### config.mk
export PLATFORM = sky130hd
export DESIGN_NAME = mc_ctrl_fsm
export DESIGN_NICKNAME = d
export VERILOG_FILES = /design/src/rtl/mc_ctrl_fsm.sv
export SDC_FILE = /design/constraint.sdc
export NUM_CORES = 1
export LEC_CHECK = 0
export BUFFER_PORTS_ARGS = -buffer_cell sky130_fd_sc_hd__clkbuf_2
export CORE_MARGIN = 2
export CORE_UTILIZATION = 23
export CTS_CLUSTER_SIZE = 12
export DETAILED_ROUTE_END_ITERATION = 8
export GPL_ROUTABILITY_DRIVEN = 0
export PLACE_DENSITY = 0.51
export SYNTH_ARGS = -nofsm -noshare
export SYNTH_HDL_FRONTEND = slang
export SYNTH_SLANG_ARGS = --single-unit
### constraint.sdc
create_clock -name clk -period 1.7 [get_ports clk]
set_input_delay 0.17 -clock clk [delete_from_list [all_inputs] [get_ports clk]]
set_output_delay 0.17 -clock clk [all_outputs]
set_load 0.02 [all_outputs]
### src/rtl/mc_ctrl_fsm.sv
// Multi-cycle MIPS main controller: one instruction at a time through fetch/decode/execute/mem/writeback.
// Optional build macro MC_ILLEGAL_TRAP_EN: illegal encodings trap into a sticky HALT state.
module mc_ctrl_fsm #(
  parameter logic [3:0] RESET_STATE = 4'd0
) (
  input  logic       clk,
  input  logic       reset,
  input  logic [5:0] opcode,
  input  logic [5:0] funct,
  input  logic       zero,
  output logic       pc_wr,
  output logic       ir_wr,
  output logic       reg_wr,
  output logic       mem_wr,
  output logic [1:0] ext_op,
  output logic [2:0] alu_op,
  output logic       alu_srcb,
  output logic [1:0] npc_sel,
  output logic [1:0] reg_dst,
  output logic [1:0] wd_sel,
  output logic [3:0] state,
  output logic       illegal,
  output logic       halted
);

  typedef enum logic [3:0] {
    S_FETCH    = 4'd0,
    S_DECODE   = 4'd1,
    S_EXE_R    = 4'd2,
    S_EXE_I    = 4'd3,
    S_MEM_ADDR = 4'd4,
    S_MEM_RD   = 4'd5,
    S_MEM_WR   = 4'd6,
    S_WB       = 4'd7,
    S_BRANCH   = 4'd8,
    S_JUMP     = 4'd9,
    S_HALT     = 4'd10
  } state_t;

  state_t state_q;
  state_t next_state;

  logic is_special;
  logic op_addu, op_subu, op_jr, op_nop;
  logic op_ori, op_lui, op_lw, op_sw, op_beq, op_j, op_jal;

  // Instruction decode from the IR fields
  always_comb begin
    is_special = (opcode == 6'b000000);
    op_addu    = is_special && (funct == 6'b100001);
    op_subu    = is_special && (funct == 6'b100011);
    op_jr      = is_special && (funct == 6'b001000);
    op_nop     = is_special && (funct == 6'b000000);
    op_ori     = (opcode == 6'b001101);
    op_lui     = (opcode == 6'b001111);
    op_lw      = (opcode == 6'b100011);
    op_sw      = (opcode == 6'b101011);
    op_beq     = (opcode == 6'b000100);
    op_j       = (opcode == 6'b000010);
    op_jal     = (opcode == 6'b000011);
  end

  // State register
  always_ff @(posedge clk or posedge reset) begin
    if (reset) begin
      state_q <= state_t'(RESET_STATE);
    end else begin
      state_q <= next_state;
    end
  end

  assign state = state_q;

  // Next-state and control outputs
  always_comb begin
    next_state = state_q;
    pc_wr      = 1'b0;
    ir_wr      = 1'b0;
    reg_wr     = 1'b0;
    mem_wr     = 1'b0;
    ext_op     = 2'b00;
    alu_op     = 3'b000;
    alu_srcb   = 1'b0;
    npc_sel    = 2'b00;
    reg_dst    = 2'b00;
    wd_sel     = 2'b00;
    illegal    = 1'b0;
    halted     = 1'b0;
    if (reset) begin
      next_state = S_FETCH;
    end else begin
      case (state_q)
        S_FETCH: begin
          ir_wr      = 1'b1;
          pc_wr      = 1'b1;
          next_state = S_DECODE;
        end
        S_DECODE: begin
          if (op_addu || op_subu) begin
            next_state = S_EXE_R;
          end else if (op_ori || op_lui) begin
            next_state = S_EXE_I;
          end else if (op_lw || op_sw) begin
            next_state = S_MEM_ADDR;
          end else if (op_beq) begin
            next_state = S_BRANCH;
          end else if (op_j || op_jal || op_jr) begin
            next_state = S_JUMP;
          end else if (op_nop) begin
            next_state = S_FETCH;
          end else begin
            illegal = 1'b1;
`ifdef MC_ILLEGAL_TRAP_EN
            next_state = S_HALT;
`else
            next_state = S_FETCH;
`endif
          end
        end
        S_EXE_R: begin
          alu_op     = op_subu ? 3'b001 : 3'b000;
          next_state = S_WB;
        end
        S_EXE_I: begin
          alu_srcb   = 1'b1;
          alu_op     = 3'b010;
          ext_op     = op_lui ? 2'b10 : 2'b00;
          next_state = S_WB;
        end
        S_MEM_ADDR: begin
          alu_srcb   = 1'b1;
          ext_op     = 2'b01;
          next_state = op_sw ? S_MEM_WR : S_MEM_RD;
        end
        S_MEM_RD: begin
          ext_op     = 2'b01;
          next_state = S_WB;
        end
        S_MEM_WR: begin
          mem_wr     = 1'b1;
          ext_op     = 2'b01;
          next_state = S_FETCH;
        end
        S_WB: begin
          reg_wr = 1'b1;
          // ext_op stays at the value the execute state used for this instruction
          if (is_special) begin
            reg_dst = 2'b01;
          end else if (op_lw) begin
            wd_sel = 2'b01;
            ext_op = 2'b01;
          end else if (op_lui) begin
            ext_op = 2'b10;
          end else begin
            ext_op = 2'b00;
          end
          next_state = S_FETCH;
        end
        S_BRANCH: begin
          alu_op     = 3'b001;
          ext_op     = 2'b01;
          npc_sel    = 2'b01;
          pc_wr      = zero;
          next_state = S_FETCH;
        end
        S_JUMP: begin
          pc_wr = 1'b1;
          if (op_jr) begin
            npc_sel = 2'b11;
          end else begin
            npc_sel = 2'b10;
          end
          if (op_jal) begin
            reg_wr  = 1'b1;
            reg_dst = 2'b10;
            wd_sel  = 2'b10;
          end else begin
            reg_wr  = 1'b0;
          end
          next_state = S_FETCH;
        end
`ifdef MC_ILLEGAL_TRAP_EN
        S_HALT: begin
          halted     = 1'b1;
          next_state = S_HALT;
        end
`endif
        default: begin
          next_state = S_FETCH;
        end
      endcase
    end
  end

endmodule

# ---- Word level (Yosys, flattened, before mapping)
# Cells that the tools add are included.
dict set report totals {
  reg_bits 4
  input_bits 15
  wordCells 82
}
dict set report classes {
  n_eq_ne 19
  n_mux 46
  n_reduce_logical 16
}
# op n
set op_table {}
lappend op_table {{== test 6 bit (second input constant)} 4}
lappend op_table {{two-way mux 4 bit} 6}
lappend op_table {{two-way mux 1 bit} 22}
lappend op_table {{two-way mux 2 bit} 10}
lappend op_table {{== test 6 x 4 -> 1 bit (second input constant)} 3}
lappend op_table {{== test 4 x 3 -> 1 bit (second input constant)} 4}
lappend op_table {{one-hot mux 4 bit (4 select lines)} 1}
lappend op_table {{== test 6 x 2 -> 1 bit (second input constant)} 2}
lappend op_table {{zero test 6 bit} 2}
lappend op_table {{one-hot mux 2 bit (2 select lines)} 3}
lappend op_table {{one-hot mux 2 bit (3 select lines)} 2}
lappend op_table {{== test 4 x 2 -> 1 bit (second input constant)} 2}
lappend op_table {{== test 4 bit (second input constant)} 2}
lappend op_table {{== test 6 x 3 -> 1 bit (second input constant)} 1}
lappend op_table {{logical OR 1 bit} 5}
lappend op_table {{== test 4 x 1 -> 1 bit (second input constant)} 1}
lappend op_table {{logical AND 1 bit} 4}
lappend op_table {{zero test 4 bit} 1}
lappend op_table {{one-hot mux 1 bit (2 select lines)} 2}
lappend op_table {{OR reduction 2 bit} 2}
lappend op_table {{OR reduction 4 bit} 1}
lappend op_table {{OR reduction 3 bit} 1}

# ---- Logic depth before layout (Yosys ltp)
# Gate-level depths: netlist (run 1).
dict set report logic_depth {
  ltp_word 10
  ltp_mapped 5
  ltp_nobuf 4
}

# ---- Worst setup path before layout (run 1)
# No wires, ideal clock.
dict set report synth_path {
  kind {register to output}
  startpoint {reg state_q[1] (netlist: state[1])}
  endpoint {out wd_sel[1]}
  t_arrival_ns 1.859
  t_required_ns 1.530
  setup_slack_ns -0.329
  stages_incl_launch_ff 6
  cell_sequence {dfrtp_1 -> clkbuf_8 -> nor3_1 -> nand3_1 -> nor3_1 -> buf_4}
}
dict set report synth_via {
  elab_chain_len 3
}
# item line_no
set synth_lines {}
lappend synth_lines {{start, declared} 40} ;# state_t state_q;
lappend synth_lines {{start signal, assigned} 66} ;# state_q <= state_t'(RESET_STATE);
lappend synth_lines {{start signal, assigned} 68} ;# state_q <= next_state;
lappend synth_lines {{== test 4 bit / == test 4 x 3 -> 1 bit (equally long branches)} 92} ;# case (state_q)
lappend synth_lines {{one-hot mux 2 bit (2 select lines) *} 92}
lappend synth_lines {{two-way mux 2 bit *} 89} ;# if (reset) begin
lappend synth_lines {{end, declared} 20} ;# output logic [1:0] wd_sel,
# Every way passes the cells marked *; elsewhere a longest branch is shown, timed or not.

# ---- Worst setup path after layout (run 1)
dict set report layout_path {
  startpoint {in opcode[4]}
  endpoint {out alu_op[0]}
}
dict set report layout_via {
  elab_chain_len 5
}
# item line_no
set layout_lines {}
lappend layout_lines {{start, declared} 8} ;# input logic [5:0] opcode,
lappend layout_lines {{zero test 6 bit} 49} ;# is_special = (opcode == 6'b000000);
lappend layout_lines {{logical AND 1 bit} 51} ;# op_subu = is_special && (funct == 6'b100011);
lappend layout_lines {{two-way mux 1 bit} 121} ;# alu_op = op_subu ? 3'b001 : 3'b000;
lappend layout_lines {{one-hot mux 2 bit (3 select lines)} 92}
lappend layout_lines {{two-way mux 2 bit} 89}
lappend layout_lines {{end, declared} 16} ;# output logic [2:0] alu_op,
# No other way between the ends.

==> results of run 1 <==
[Yosys cell counts]
cell | count | share of area
a311oi_1 | 2 | 0.028
dfrtp_1 | 4 | 0.16
inv_1 | 6 | 0.035
nor2b_1 | 3 | 0.030
a32o_1 | 1 | 0.016
nor4_4 | 1 | 0.033
nor4b_2 | 1 | 0.024
nor2_1 | 14 | 0.083
o21ai_1 | 1 | 0.0079
nor4_1 | 1 | 0.0098
nand4b_1 | 1 | 0.014
or4b_1 | 1 | 0.016
buf_6 | 1 | 0.018
clkbuf_8 | 2 | 0.043
a2111oi_2 | 1 | 0.024
a2111oi_0 | 1 | 0.014
or2_1 | 1 | 0.0098
a31oi_1 | 1 | 0.0098
o211a_1 | 1 | 0.016
nand3_1 | 4 | 0.031
o31ai_1 | 2 | 0.024
a211oi_1 | 1 | 0.012
nand2b_1 | 3 | 0.030
nor3_1 | 5 | 0.039
o311ai_1 | 1 | 0.014
o22ai_1 | 1 | 0.0098
and3_1 | 1 | 0.0098
conb_1 | 1 | 0.0059
and4_4 | 1 | 0.018
buf_4 | 3 | 0.035
nor4b_1 | 1 | 0.014
o21ai_0 | 3 | 0.024
xnor2_1 | 1 | 0.014
nand4_1 | 2 | 0.020
nand4_2 | 1 | 0.020
nand2_1 | 8 | 0.047
a21oi_1 | 6 | 0.047
[cell usage in the layout (no fill, tap or decap), types with 3 or more instances in the layout]
cell	instances
clkbuf_4	3
nor3_2	3
inv_1	5
nand2b_1	3
buf_2	3
buf_4	22
dfrtp_2	3
nor2_1	13
clkbuf_2	25
nand2_1	8
o21ai_0	3
a21oi_1	6
[per-layer routing]
layer	track usage	share of wire	vias up
li1	-	-	430
met1	0.1828	0.44	403
met2	0.2060	0.49	30
met3	0.02074	0.052	4
met4	0.07143	0.015	0
met5	0	0	-
[area by class of cell]
cell class	instances	area [µm²]
Fill cell	291	1617
Multi-Input combinational cell	74	530.5
Timing Repair Buffer	54	351.6
Sequential cell	4	103.9
Tap cell	31	38.79
Clock buffer	3	22.52
Inverter	6	22.52
[stage by stage]
stage	instances	TNS, ns	utilization	power [mW]
after floorplan	90	-0.1259	-	0.1870
after global placement	163	-0.05647	0.3377	0.2476
after detailed placement	163	-0.07602	0.3377	0.2487
after CTS	171	-0.04380	0.3698	0.3807
after global routing	172	-0.2354	0.3982	0.4157
final	172	-0.02122	0.3982	0.3857
[path summary, 6_finish.rpt]
check / from / end / slack (ns)
min reg2reg: state[0] / state[1] / 0.70
min in group asynchronous: reset / state[3] / 0.49
min: opcode[1] / state[3] / 0.29
max: opcode[4] / alu_op[0] / -0.02
max in group asynchronous: reset / state[0] / 1.01
max reg2reg: state[1] / state[1] / 0.21
[repair_timing]
item,CTS,global route
hold buffers,1,0
hold endpoints to repair,4,0
gates resized for setup,8,22
setup endpoints to repair,5,9
pin swaps,3,4
buffers inserted,4,1
[power by group]
part	internal [mW]	switching, mW
sequential	0.0996	0.00834
combinational	0.0720	0.0904
clock	0.0788	0.0365
total	0.250	0.135
[logic make-up (layout without fill, tap and decap cells)]
group | after synthesis | after routing | synth area share
flip-flops | 4 | 4 | 0.1575
buffers and inverters | 12 | 63 | 0.1319
AO/OA/AOI/OAI | 22 | 22 | 0.2441
AND/OR/NAND/NOR | 49 | 49 | 0.4469
other | 1 | 2 | 0.005900
XOR/XNOR | 1 | 1 | 0.01378
==> reports/qor.csv, run 1 <==
stage,metric,value,unit
run_status,status,"complete, but fails checks",
run_status,failing checks,negative setup slack,
floorplan,I/O pin count,37,
power_and_ir_drop,Lkg Pwr,0.5055,nW
critical_path,crit path cell chain,buf_6 -> nor4_4 -> and4_4 -> nand4_4 -> a2111oi_4 -> buf_4,
timing,worst setup margin,-0.02122,ns
grt,grt ovf,0,
detailed_routing,number of DRC markers in iteration 0,27,
logic_synthesis,yosys warns,0,
floorplan,Die ar.,3200,µm²
detailed_routing,residual DRC count,0,
timing,Pins Over Slew Limit,0,
cells_and_area,area delta synth->final,68.31,%
logic_synthesis,synth unique cells,37,
floorplan,Initial Utilization,0.2366,
critical_path,family with the most delay on the worst path,simple AND/OR/NAND/NOR gates,
floorplan,DIE WIDTH,56.57,µm
grt,initial antenna violation count,0,
clock_tree,worst skew pair latency,0.23,ns
grt,largest net degree at the start of global routing,12,
timing,final setup fails,1,
grt,first-pass GRT wire length,3422,µm
power_and_ir_drop,maximum VDD drop,328.1,µV
critical_path,Setup CP Type,in2out,
grt,GRT Overall Usage,0.1354,
timing,Fin. Hold Viols,0,
timing,RSZ-0062 raised after global routing,yes,
clock_tree,CTS root buffer,clkbuf_4,
critical_path,WP data arrival,1.55,ns
logic_synthesis,Synth Instances,89,
placed_design,Area after DPL,907.1,µm²
grt,vias in the first global route,777,
timing,minimum clock period,1.721,ns
critical_path,CP max stage cell,a2111oi_4,
critical_path,worst path required time,1.53,ns
detailed_routing,vias,867,
timing,final clock skew,0.001185,ns
detailed_routing,Via density,5.041,
logic_synthesis,Yosys reg bits,4,
clock_tree,H-tree lvl count,1,
timing,WHS,0.2916,ns
clock_tree,number of clock sinks,4,
flow_run,Max Cap Viol,0,
power_and_ir_drop,PwrDens,360.5,nW/µm²
detailed_routing,Post-DRT Antenna Nets,0,
cells_and_area,proportion of layout cells with a drive suffix above 1,0.5248,
clock_tree,TritonCTS clock tree,done,
floorplan,die height,56.57,µm
critical_path,delay of the slowest cell on the worst path,0.36,ns
cells_and_area,Layout Nets,158,
critical_path,CP bufs+invs,2,
floorplan,core area,2686,µm²
critical_path,Crit Path Max Fanout,3,
logic_synthesis,Synth Area per Inst,7.142,µm²
clock_tree,"Reg clk slew, reported paths",0.04,ns
logic_synthesis,Syn Std Cell Area,635.6,µm²
clock_tree,number of buffers created by CTS,3,
min_path,hold depth,2,
clock_tree,CTS max path bufs,2,
logic_synthesis,post-synthesis sequential area ratio,0.1575,
detailed_routing,routed len/inst,13.10,µm
detailed_routing,first-pass detailed-route iteration total,4,
cells_and_area,Final Cell Area,1070,µm²
critical_path,CP Depth,6,
placed_design,pre-CTS WS,-0.07602,ns
critical_path,R2R depth,6,
timing,Final period util,1.012,
timing,Max Clock Freq,581.0,MHz
detailed_routing,total wire length,2254,µm
placed_design,Buffers on Ports,34,
cells_and_area,max FFs per register,4,
cells_and_area,n_diodes,0,
critical_path,CP Capture Type,output pin,
min_path,hold crit path type,in2reg,
floorplan,Row Count,19,
placed_design,Post-DP HPWL,1704,µm
critical_path,Worst setup SP type,input port,
Note: power is estimated with default switching activity, not from simulation.
==> run 2, diff against run 1 <==
CORE_MARGIN = 5   (was 2)
GPL_ROUTABILITY_DRIVEN = 1   (was 0)
==> run 2 against run 1 <==
The run now ends clean. Non-clock buffer count is 2 higher. First-iteration DRC count rose by 59%. Cell count is 1.2% higher. Fmax grew 3.9%. Sequential power about the same. Via count is 0.81% higher. Global-route usage down 2.1 points. Clock power about the same. Hold slack improved by 0.011 ns. Wire length is 0.62% lower. Total power shrank 0.36%. Largest cell class unchanged. Combinational power hardly changed.
==> reports/qor.csv, run 2 (synthesis results as in run 1) <==
stage,metric,value,unit,change
run_status,status,"finished, final reports clean",,"was complete, but fails checks"
timing,WHS,0.3022,ns,was 0.2916 ns
clock_tree,number of buffers created by CTS,3,,unchanged
critical_path,R2R Path Start,state[1],,unchanged
timing,final setup fails,0,,was 1
flow_run,Max Cap Viol,0,,unchanged
grt,largest net degree at the start of global routing,10,,was 12
timing,final clock skew,0.001615,ns,was 0.001185 ns
detailed_routing,Post-DRT Antenna Nets,0,,unchanged
critical_path,crit path cell chain,nor3_2 -> nand3_2 -> o31ai_2 -> buf_2,,was buf_6 -> nor4_4 -> and4_4 -> nand4_4 -> a2111oi_4 -> buf_4
cells_and_area,area delta synth->final,64.57,%,was 68.31%
detailed_routing,vias,874,,was 867
floorplan,Row Count,19,,unchanged
clock_tree,TritonCTS clock tree,done,,unchanged
critical_path,worst path required time,1.53,ns,about the same
critical_path,CP Capture Type,output pin,,unchanged
critical_path,Crit Path Max Fanout,6,,was 3
critical_path,CP bufs+invs,1,,was 2
placed_design,gpl congestion,0.8424,,
critical_path,CP max stage cell,dfrtp_2,,was a2111oi_4
cells_and_area,most frequent cells in the layout,"clkbuf_2 (28), buf_4 (22), nor2_1 (13), nand2_1 (8)",,"was clkbuf_2 (25), buf_4 (22), nor2_1 (13), nand2_1 (8), a21oi_1 (6)"
critical_path,family with the most delay on the worst path,flip-flops,,was simple AND/OR/NAND/NOR gates
timing,minimum clock period,1.657,ns,was 1.721 ns
timing,Fin. Hold Viols,0,,unchanged
min_path,hold crit path type,in2reg,,unchanged
power_and_ir_drop,Lkg Pwr,0.5091,nW,was 0.5055 nW
timing,RSZ-0062 raised after global routing,yes,,unchanged
clock_tree,CTS root buffer,clkbuf_4,,unchanged
clock_tree,number of clock sinks,4,,unchanged
floorplan,Initial Utilization,0.2345,,was 0.2366
min_path,Hold Startpoint,opcode[1],,unchanged
detailed_routing,residual DRC count,0,,unchanged
placed_design,Buffers on Ports,34,,unchanged
clock_tree,worst skew pair latency,0.23,ns,about the same
cells_and_area,proportion of layout cells with a drive suffix above 1,0.5315,,was 0.5248
clock_tree,"Reg clk slew, reported paths",0.04,ns,about the same
timing,Pins Over Slew Limit,0,,unchanged
critical_path,critical path startpoint,state[1],,was opcode[4]
power_and_ir_drop,PwrDens,367.4,nW/µm²,was 360.5 nW/µm²
detailed_routing,Via density,5.023,,was 5.041
critical_path,Worst setup SP type,register,,was input port
floorplan,die height,62.57,µm,was 56.57 µm
floorplan,core area,2710,µm²,was 2686 µm²
clock_tree,CTS max path bufs,2,,unchanged
grt,GRT Overall Usage,0.1147,,was 0.1354
floorplan,Die ar.,3915,µm²,was 3200 µm²
cells_and_area,max FFs per register,4,,unchanged
grt,initial antenna violation count,0,,unchanged
floorplan,I/O pin count,37,,unchanged
cells_and_area,n_diodes,0,,unchanged
timing,Max Clock Freq,603.4,MHz,was 581.0 MHz
timing,Final period util,0.9749,,was 1.012
critical_path,delay of the slowest cell on the worst path,0.44,ns,was 0.36 ns
grt,first-pass GRT wire length,3801,µm,was 3422 µm
critical_path,Setup CP Type,reg2out,,was in2out
cells_and_area,Finished Core Util,0.3860,,was 0.3982
detailed_routing,first-pass detailed-route iteration total,4,,unchanged
detailed_routing,total wire length,2240,µm,was 2254 µm
grt,vias in the first global route,854,,was 777
detailed_routing,routed len/inst,12.87,µm,was 13.10 µm
cells_and_area,Layout Nets,160,,was 158
detailed_routing,number of DRC markers in iteration 0,43,,was 27
power_and_ir_drop,Tot Pwr,0.3843,mW,was 0.3857 mW
clock_tree,H-tree lvl count,1,,unchanged
placed_design,Post-DP HPWL,1820,µm,was 1704 µm
floorplan,DIE WIDTH,62.57,µm,was 56.57 µm
grt,grt ovf,0,,unchanged
critical_path,WP data arrival,1.49,ns,was 1.55 ns
power_and_ir_drop,maximum VDD drop,253.3,µV,was 328.1 µV
cells_and_area,"commonest non-fill, non-tap cell in the layout",clkbuf_2,,unchanged
-- run 2: area by class of cell --
type                       instances  area (µm²)
clock buffer                       3       22.52
fill                             323        1664
inverter                           6       22.52
multi-input combinational         74       511.7
sequential                         4       103.9
tap                               31       38.79
timing repair buffer              56       346.6
-- run 2: timing repair --
item | 4_1_cts | 5_1_grt
gates cloned | 0 | 0
hold buffers | 1 | 0
pin swaps | 3 | 0
setup buffers | 2 | 3
resized for setup | 7 | 13
hold endpoints to repair | 4 | 0
endpoints found under the setup margin | 10 | 9
-- run 2: layer usage --
metal / GRT usage / up-vias / part of all wire
met3: 0.03058 / 2 / 0.053
met1: 0.1373 / 413 / 0.43
li1: - / 437 / -
met2: 0.1956 / 22 / 0.51
met4: 0.03979 / 0 / 0.0085
met5: 0 / - / 0
-- run 2: report_power, final --
| group | total, mW | internal, mW | leakage (nW) | switching [mW] |
|---|---|---|---|---|
| clock | 0.118 | 0.0790 | 0.0138 | 0.0393 |
| combinational | 0.159 | 0.0695 | 0.446 | 0.0899 |
| sequential | 0.107 | 0.0996 | 0.0497 | 0.00695 |
-- run 2: final timing paths --
kind,end,cells past startpoint,slack [ns]
max reg2reg,state[0],6,0.27
min reg2reg,state[1],2,0.68
max in group asynchronous,state[2],3,1.03
min,state[3],2,0.30
min in group asynchronous,state[1],3,0.48
max,reg_wr,4,0.04
-- run 2: through the flow --
stage	std cells	worst slack (ns)	TNS [ns]	instance area, µm²
floorplan	90	-0.1259	-0.1259	654.4
global placement	165	-0.03227	-0.03227	922.1
finish	174	0.04263	0	1046
global route	174	-0.05386	-0.1519	1046
CTS	171	0.004636	0	989.7
detailed placement	165	-0.07111	-0.07111	922.1
==> run 3, diff against run 2 <==
--- a/config.mk
+++ b/config.mk
@@ -13,2 +13,3 @@
 export GPL_ROUTABILITY_DRIVEN = 1
+export MAX_ROUTING_LAYER = met4
 export PLACE_DENSITY = 0.51
--- a/constraint.sdc
+++ b/constraint.sdc
@@ -3,2 +3,2 @@
 set_output_delay 0.17 -clock clk [all_outputs]
-set_load 0.02 [all_outputs]
+set_load 0.005 [all_outputs]
==> run 3 against run 2 <==
Total power fell by 6.8%. Critical path type unchanged. Fmax grew 2.1%. Hold slack got worse by 0.0065 ns. Setup slack better by 0.035 ns. Cell count is 2.3% lower. Register-to-register slack better by 0.02 ns. Clock power shrank 6%. First-iteration DRC count shrank 19%.
==> reports/qor.csv, run 3 (synthesis results as in run 1) <==
stage,metric,value,unit,change
detailed_routing,residual DRC count,0,,unchanged
cells_and_area,"commonest non-fill, non-tap cell in the layout",clkbuf_2,,unchanged
grt,vias in the first global route,808,,was 854
placed_design,Area after DPL,869.6,µm²,was 922.1 µm²
detailed_routing,Post-DRT Antenna Nets,0,,unchanged
floorplan,die height,62.57,µm,unchanged
timing,final clock skew,0.003613,ns,was 0.001615 ns
critical_path,Crit Path Max Fanout,9,,was 6
detailed_routing,total wire length,2253,µm,was 2240 µm
grt,initial antenna violation count,0,,unchanged
cells_and_area,area delta synth->final,61.42,%,was 64.57%
critical_path,WP data arrival,1.45,ns,was 1.49 ns
timing,RSZ-0062 raised after global routing,yes,,unchanged
clock_tree,CTS max path bufs,2,,unchanged
run_status,status,"finished, final reports clean",,unchanged
cells_and_area,Layout Nets,156,,was 160
critical_path,R2R Path Start,state[1],,unchanged
clock_tree,TritonCTS clock tree,done,,unchanged
critical_path,Setup CP Type,reg2out,,unchanged
floorplan,Die ar.,3915,µm²,unchanged
detailed_routing,first-pass detailed-route iteration total,4,,unchanged
timing,Max Clock Freq,616.3,MHz,was 603.4 MHz
cells_and_area,n_diodes,0,,unchanged
floorplan,Row Count,19,,unchanged
detailed_routing,vias,848,,was 874
timing,Slew HR,0.4937,,
critical_path,R2R depth,6,,unchanged
cells_and_area,max FFs per register,4,,unchanged
timing,Setup TNS,0,ns,unchanged
floorplan,DIE WIDTH,62.57,µm,unchanged
clock_tree,"Reg clk slew, reported paths",0.03,ns,was 0.04 ns
critical_path,reg2reg end,state[1],,was state[0]
critical_path,worst path required time,1.53,ns,about the same
min_path,hold crit path type,in2reg,,unchanged
clock_tree,number of clock sinks,4,,unchanged
detailed_routing,routed len/inst,13.25,µm,was 12.87 µm
timing,WHS,0.2957,ns,was 0.3022 ns
timing,final setup fails,0,,unchanged
clock_tree,number of buffers created by CTS,3,,unchanged
clock_tree,worst skew pair latency,0.23,ns,about the same
min_path,hold depth,2,,unchanged
grt,first-pass GRT wire length,3732,µm,was 3801 µm
critical_path,Worst setup SP type,register,,unchanged
critical_path,CP Capture Type,output pin,,unchanged
min_path,Hold Startpoint,opcode[1],,unchanged
timing,Pins Over Slew Limit,0,,unchanged
cells_and_area,proportion of layout cells with a drive suffix above 1,0.5252,,was 0.5315
timing,Fin. Hold Viols,0,,unchanged
cells_and_area,most frequent cells in the layout,"clkbuf_2 (33), buf_4 (13), nor2_1 (12), nand2_1 (7), a21oi_1 (6)",,"was clkbuf_2 (28), buf_4 (22), nor2_1 (13), nand2_1 (8)"
floorplan,I/O pin count,37,,unchanged
placed_design,Post-DP HPWL,1827,µm,was 1820 µm
placed_design,pre-CTS WS,-0.05178,ns,was -0.07111 ns
floorplan,Initial Utilization,0.2345,,unchanged
timing,Final period util,0.9545,,was 0.9749
timing,worst setup margin,0.07742,ns,was 0.04263 ns
placed_design,gpl congestion,0.8716,,was 0.8424
timing,Least-Margin Pin Slew,0.7403,ns,
cells_and_area,Final Cell Area,1026,µm²,was 1046 µm²
min_path,WHS Endpoint,state[3],,unchanged
grt,grt ovf,0,,unchanged
grt,GRT Overall Usage,0.1160,,was 0.1147
critical_path,r2r setup slk,0.29,ns,was 0.27 ns
placed_design,Buffers on Ports,34,,unchanged
flow_run,Max Cap Viol,0,,unchanged
clock_tree,H-tree lvl count,1,,unchanged
floorplan,core area,2710,µm²,unchanged
detailed_routing,Via density,4.988,,was 5.023
detailed_routing,number of DRC markers in iteration 0,35,,was 43
clock_tree,CTS root buffer,clkbuf_4,,unchanged
power_and_ir_drop,Lkg Pwr,0.4895,nW,was 0.5091 nW
timing,minimum clock period,1.623,ns,was 1.657 ns
power_and_ir_drop,PwrDens,349.2,nW/µm²,was 367.4 nW/µm²
power_and_ir_drop,maximum VDD drop,209.6,µV,was 253.3 µV
grt,largest net degree at the start of global routing,17,,was 10
-- run 3: stage by stage --
step                      std cells  power [mW]  utilization
after floorplan                  90      0.1702            -
after global placement          160      0.2281       0.3209
after detailed placement        160      0.2301       0.3209
after CTS                       166      0.3530       0.3407
after global routing            170      0.3924       0.3786
final                           170      0.3583       0.3786
-- run 3: final cells by class --
cell class,count,area [µm²]
inverter,6,25.02
timing repair buffer,52,316.6
tap,31,38.79
clock buffer,3,22.52
multi-input combinational,74,519.2
fill,307,1684
sequential,4,103.9
-- run 3: repair_timing --
| action | CTS | global route |
|---|---|---|
| setup endpoints to repair | 6 | 10 |
| resized for setup | 2 | 21 |
| setup buffers | 2 | 4 |
| gates cloned | 0 | 0 |
| hold buffers | 1 | 0 |
| pin swaps | 2 | 3 |
| hold endpoints to repair | 4 | 0 |
-- run 3: worst max-delay path by stage --
stage | end | slack (ns) | from | cells after the start
floorplan | wd_sel[1] | 0.15 | state[1] | 5
global placement | alu_op[0] | 0.002 | opcode[5] | 6
detailed placement | alu_op[0] | -0.05 | opcode[5] | 6
CTS | alu_op[0] | 0.004 | funct[3] | 6
global route | illegal | -0.02 | state[3] | 5
finish | ext_op[0] | 0.08 | state[2] | 5
-- run 3: where the power goes --
| group | total, mW | switching [mW] | internal, mW | leakage [nW] |
|---|---|---|---|---|
| Clock | 0.111 | 0.0325 | 0.0785 | 0.0138 |
| Combinational | 0.143 | 0.0791 | 0.0641 | 0.426 |
| Sequential | 0.104 | 0.00477 | 0.0993 | 0.0493 |
| Total | 0.358 | 0.116 | 0.242 | 0.489 |
-- run 3: routing by layer --
metal  track usage  share of wire
met1        0.1470           0.44
met2        0.1813           0.48
met3       0.03058          0.080
met4       0.03183              0
met5             -              0
-- run 3: worst max-delay path, stage by stage (launching register included) --
cell and delay, ns:
dfrtp_2 0.44, buf_6 0.16, nor2b_2 0.15, o21ai_0 0.09
a311oi_1 0.22, clkbuf_2 0.16
